--- src/rtl/compare_result_tally.sv ---
// compare_result_tally: tallies comparator result codes over fixed-length frames.
// Each accepted 3-bit code bumps one of gt/eq/lt/err. When the last code of a
// frame is accepted, the counts and a majority flag are latched into the
// output registers and held until the consumer acknowledges the report.
module compare_result_tally #(
  parameter int FRAME_LEN = 16,
  parameter int CNT_W     = 8
) (
  input  logic             iClk,
  input  logic             iRst_n,
  input  logic             iValid,
  input  logic [2:0]       iCmp,
  output logic             oReady,
  input  logic             iClear,
  input  logic             iAck,
  output logic             oDone,
  output logic [CNT_W-1:0] oGtCnt,
  output logic [CNT_W-1:0] oEqCnt,
  output logic [CNT_W-1:0] oLtCnt,
  output logic [CNT_W-1:0] oErrCnt,
  output logic [2:0]       oMajority
);

  localparam logic [CNT_W-1:0] LAST_IDX = CNT_W'(FRAME_LEN - 1);
  localparam logic [CNT_W-1:0] ONE      = CNT_W'(1);

  typedef enum logic {COLLECT, REPORT} state_t;

  state_t           state;
  logic [CNT_W-1:0] gt_cnt, eq_cnt, lt_cnt, err_cnt, sample_cnt;
  logic [CNT_W-1:0] gt_nxt, eq_nxt, lt_nxt, err_nxt;
  logic             accept;

  // One-hot largest of gt/eq/lt; ties resolve eq > gt > lt, all-zero gives 000.
  function automatic logic [2:0] majority(input logic [CNT_W-1:0] gt,
                                          input logic [CNT_W-1:0] eq,
                                          input logic [CNT_W-1:0] lt);
    logic [2:0] m;
    m = 3'b000;
    if (eq != '0 && eq >= gt && eq >= lt) m = 3'b010;
    else if (gt != '0 && gt >= lt)        m = 3'b100;
    else if (lt != '0)                    m = 3'b001;
    return m;
  endfunction

  assign accept = iValid && oReady;

  // Category counts including the code currently on iCmp.
  always_comb begin
    // NOTE: every always_comb output gets a default first so no path leaves it
    // unassigned, which would otherwise infer a latch.
    gt_nxt  = gt_cnt;
    eq_nxt  = eq_cnt;
    lt_nxt  = lt_cnt;
    err_nxt = err_cnt;
    case (iCmp)
      3'b100:  gt_nxt  = gt_cnt + ONE;
      3'b010:  eq_nxt  = eq_cnt + ONE;
      3'b001:  lt_nxt  = lt_cnt + ONE;
      default: err_nxt = err_cnt + ONE;
    endcase
  end

  // Frame FSM: collect codes, latch the report, wait for acknowledge.
  always_ff @(posedge iClk or negedge iRst_n) begin
    // NOTE: state uses non-blocking assignments so every register samples
    // pre-edge values, independent of statement order.
    if (!iRst_n) begin
      state      <= COLLECT;
      oReady     <= 1'b1;
      oDone      <= 1'b0;
      gt_cnt     <= '0;
      eq_cnt     <= '0;
      lt_cnt     <= '0;
      err_cnt    <= '0;
      sample_cnt <= '0;
      oGtCnt     <= '0;
      oEqCnt     <= '0;
      oLtCnt     <= '0;
      oErrCnt    <= '0;
      oMajority  <= 3'b000;
    end else if (iClear) begin
      // Abort drops the partial frame but keeps the last report visible.
      state      <= COLLECT;
      oReady     <= 1'b1;
      oDone      <= 1'b0;
      gt_cnt     <= '0;
      eq_cnt     <= '0;
      lt_cnt     <= '0;
      err_cnt    <= '0;
      sample_cnt <= '0;
    end else begin
      case (state)
        COLLECT: begin
          if (accept) begin
            if (sample_cnt == LAST_IDX) begin
              oGtCnt     <= gt_nxt;
              oEqCnt     <= eq_nxt;
              oLtCnt     <= lt_nxt;
              oErrCnt    <= err_nxt;
              oMajority  <= majority(gt_nxt, eq_nxt, lt_nxt);
              gt_cnt     <= '0;
              eq_cnt     <= '0;
              lt_cnt     <= '0;
              err_cnt    <= '0;
              sample_cnt <= '0;
              oDone      <= 1'b1;
              oReady     <= 1'b0;
              state      <= REPORT;
            end else begin
              gt_cnt     <= gt_nxt;
              eq_cnt     <= eq_nxt;
              lt_cnt     <= lt_nxt;
              err_cnt    <= err_nxt;
              sample_cnt <= sample_cnt + ONE;
            end
          end
        end
        REPORT: begin
          if (iAck) begin
            oDone  <= 1'b0;
            oReady <= 1'b1;
            state  <= COLLECT;
          end
        end
        default: state <= COLLECT;
      endcase
    end
  end

endmodule

--- config.mk ---
export PLATFORM = sky130hd
export DESIGN_NAME = compare_result_tally
export DESIGN_NICKNAME = d
export VERILOG_FILES = /design/src/rtl/compare_result_tally.sv
export SDC_FILE = /design/constraint.sdc
export NUM_CORES = 1
export LEC_CHECK = 0
export ABC_AREA = 0
export ABC_CLOCK_PERIOD_IN_PS = 6540
export CAP_MARGIN = 5
export CORE_MARGIN = 2
export CORE_UTILIZATION = 30
export CTS_BUF_LIST = sky130_fd_sc_hd__clkbuf_8 sky130_fd_sc_hd__clkbuf_16
export DETAILED_ROUTE_END_ITERATION = 7
export GPL_ROUTABILITY_DRIVEN = 0
export PLACE_DENSITY = 0.54
export SYNTH_ARGS = -nofsm -noshare
export SYNTH_HDL_FRONTEND = slang
export SYNTH_SLANG_ARGS = --single-unit
--- constraint.sdc ---
create_clock -name iClk -period 6.54 [get_ports iClk]
set_clock_uncertainty 0.15 [all_clocks]
set_input_delay 1.308 -clock iClk [delete_from_list [all_inputs] [get_ports iClk]]
set_output_delay 1.308 -clock iClk [all_outputs]
set_load 0.1 [all_outputs]
==> results.json <==
{
  "tightest_slew_ps": 1020,
  "critPathTopFamily": "simple AND/OR/NAND/NOR gates",
  "path_depth": 13,
  "cts_tree": "yes",
  "worstRegToRegCells": 12,
  "synth_area_um2": 4360,
  "min_to": "oLtCnt[1]$_DFFE_PN0P_",
  "rsz0062_at_grt": "false",
  "postSynth.asyncResetShare_pct": 100,
  "hp-class": "flop to flop",
  "cp.required_ps": 6570,
  "cap_viol_max_count": 0,
  "hold_slack_ps": 325,
  "layoutNonFillerInstCount": 690,
  "place_inst": 674,
  "synth.distinct_cells": 62,
  "slowest_delay_ps": 670,
  "fin_util_pct": 36.7,
  "synth_ff_type": "dfrtp_1",
  "hold_viol": 0,
  "ys_warn_count": 0,
  "regToRegSetupSlack_ps": 3170,
  "tns_ps": 0,
  "grt_max_degree": 79,
  "h-tree-depth": 3,
  "synth_enable_flop_cells": 0,
  "power_leakage_nw": 2.30,
  "totalPowerFinal_mw": 1.08,
  "holdPathStages": 2,
  "dpl_cell_area_um2": 4950,
  "die_h_um": 125,
  "max_freq_ghz": 0.208,
  "cts-buffers-inserted": 9,
  "drt_first_pass_iters": 4,
  "cts_root_buffer": "clkbuf_16",
  "drive_above_1_share_pct": 8.70,
  "hpwl_um": 7150,
  "slowest_stage": "clkdlybuf4s50_1",
  "final_cell_mix": "dfrtp_1, nand2_1, o21ai_0",
  "ant_nets": 0,
  "dp_slack_ps": 1440,
  "timing.final.crit_share_pct": 73.3,
  "path_cells": "clkdlybuf4s50_1 -> nor3b_2 -> nand2_1 -> xnor2_1 -> inv_1 -> ha_1 -> and3_1 -> nand2_1 -> o31a_1 -> maj3_1 -> o21a_1 -> nor3_2 -> o31ai_1",
  "nNetsFinal": 530,
  "diodes": 0,
  "synthToLayoutAreaGrowth_pct": 20.8,
  "outcome": "complete, no violations",
  "initial_core_util_pct": 30.3,
  "cts_hold_buf": 0,
  "drc": 0,
  "layout_min_cycle_time_ps": 4800,
  "ys_ff_latch": 78,
  "crit_top_cell": "nand2_1",
  "vias": 3456,
  "dieArea_um2": 15500,
  "ys_seq_area_share_pct": 44.8,
  "worstPathArrival_ps": 4830,
  "portBuffers": 44,
  "core_area_um2": 14400,
  "setup_violations": 0,
  "cts.clk_slew.worst_paths_ps": 60,
  "drv_slew": 0,
  "p_per_area_nw_per_um2": 206,
  "netlist_instances": 465,
  "cts_setup_buffers": 0,
  "layout_commonest_cell": "dfrtp_1",
  "die_x_um": 125,
  "ios": 45,
  "grt_pass1_vias": 3260,
  "viasPerCell": 5.01,
  "crit_path_end_kind": "flop",
  "rows": 44,
  "synth_fp_nets": 494,
  "avgSynthCellArea_um2": 9.38,
  "antenna_found_initial": 0,
  "numClockSinks": 78,
  "crit_path_start_kind": "primary input",
  "grt_usage_pct": 13.6,
  "hold_start": "oLtCnt[1]$_DFFE_PN0P_",
  "ir_drop_v": 0.000123,
  "r2r_start": "gt_cnt[0]$_DFFE_PN0P_",
  "cts_resized": 0,
  "critPathBufInv": 2,
  "grt_overflow": 0,
  "grt_pass1_wl_um": 17000,
  "wirelength_um": 10100,
  "clk-insertion-delay-late_ps": 340,
  "fin_ws_ps": 1740,
  "wire_per_inst_um": 14.7,
  "clockBufferDepth": 2,
  "slew_headroom_pct": 31.6,
  "r2r_end": "oMajority[2]$_DFFE_PN0P_",
  "dr.first_iter.drc_count": 230,
  "fillers": 1401,
  "fin_area_um2": 5270,
  "timing_worst_setup_path_type": "primary input to flop",
  "cp_max_fo": 9
}
==> cell usage after synthesis, types with 3 or more instances <==
cell type  instances  share of area, %
dfrtp_1           77                44
nand2_1           76               6.5
o21ai_0           75               8.6
nor2_1            26               2.2
ha_1              21               6.0
clkbuf_1          19               1.6
xnor2_1           19               3.8
xor2_1            16               3.2
a21oi_1           13               1.5
nand3_1           11               1.3
inv_1             10              0.86
nand4_1            8               1.1
and3_1             7               1.0
o31ai_1            7               1.2
mux2_2             6               1.5
nor3_1             5              0.57
and4_1             4              0.80
mux2i_1            4              0.92
a22o_1             3              0.60
buf_6              3              0.77
nor4_1             3              0.43
or3_1              3              0.43
==> worst max-delay path by stage <==
stage,from,end,slack (ps)
floorplan,iCmp[2],oMajority[0]$_DFFE_PN0P_,2510
global placement,iCmp[2],oMajority[0]$_DFFE_PN0P_,1520
detailed placement,iCmp[2],oMajority[0]$_DFFE_PN0P_,1440
CTS,iCmp[2],oMajority[0]$_DFFE_PN0P_,1780
global route,iCmp[2],oMajority[0]$_DFFE_PN0P_,1520
finish,iCmp[2],oMajority[2]$_DFFE_PN0P_,1740
==> registers in the layout (all words and copies together), names as in the netlist <==
register    cells
eq_cnt          8
err_cnt         8
gt_cnt          8
lt_cnt          8
oDone           1
oEqCnt          8
oErrCnt         8
oGtCnt          8
oLtCnt          8
oMajority       3
oReady          1
sample_cnt      8
state           1
==> cell families (layout without fill, tap and decap cells) <==
kind of cell	count (synthesis)	in the layout	share of synthesized area [%]
AO/OA/AOI/OAI	119	119	15.9
XOR/XNOR	37	37	7.78
adder cells (fa/ha/maj)	23	23	6.51
buffers and inverters	35	76	3.64
flip-flops	78	78	44.8
multiplexers	10	10	2.47
AND/OR/NAND/NOR	163	163	18.9
==> report_power, final <==
group,internal [mW],total (mW),switching (mW)
registers,0.486,0.490,0.00399
logic,0.0211,0.0632,0.0421
clock network,0.340,0.532,0.192
==> layout make-up <==
| cell class | count | area [um^2] | share of cell area [%] |
|---|---|---|---|
| Clock buffer | 10 | 239 | 4.54 |
| Tap cell | 184 | 230 | 4.37 |
| Timing Repair Buffer | 49 | 475 | 9.03 |
| Clock inverter | 6 | 77.6 | 1.47 |
| Multi-Input combinational cell | 352 | 2250 | 42.7 |
| Sequential cell | 78 | 1950 | 37.1 |
| Inverter | 11 | 41.3 | 0.784 |
==> layer usage <==
layer | wire length (um) | part of all wire, % | vias up | GRT usage [%]
met1 | 5250 | 52 | 1665 | 20.5
li1 | - | - | 1721 | -
met4 | 128 | 1.3 | 0 | 4.96
met2 | 4400 | 43 | 59 | 19.3
met3 | 371 | 3.7 | 11 | 2.41
met5 | 0 | 0 | - | 0
==> worst reg2reg max path, stage by stage, from the launching register on <==
cell	delay, ps
dfrtp_1	530
ha_1	290
nand2_1	120
xnor2_1	370
inv_1	140
ha_1	290
and3_1	180
nand2_1	70
o31a_1	250
maj3_1	350
o21a_1	200
nor3_2	180
o31ai_1	100
(Power assumes the default switching activity.)
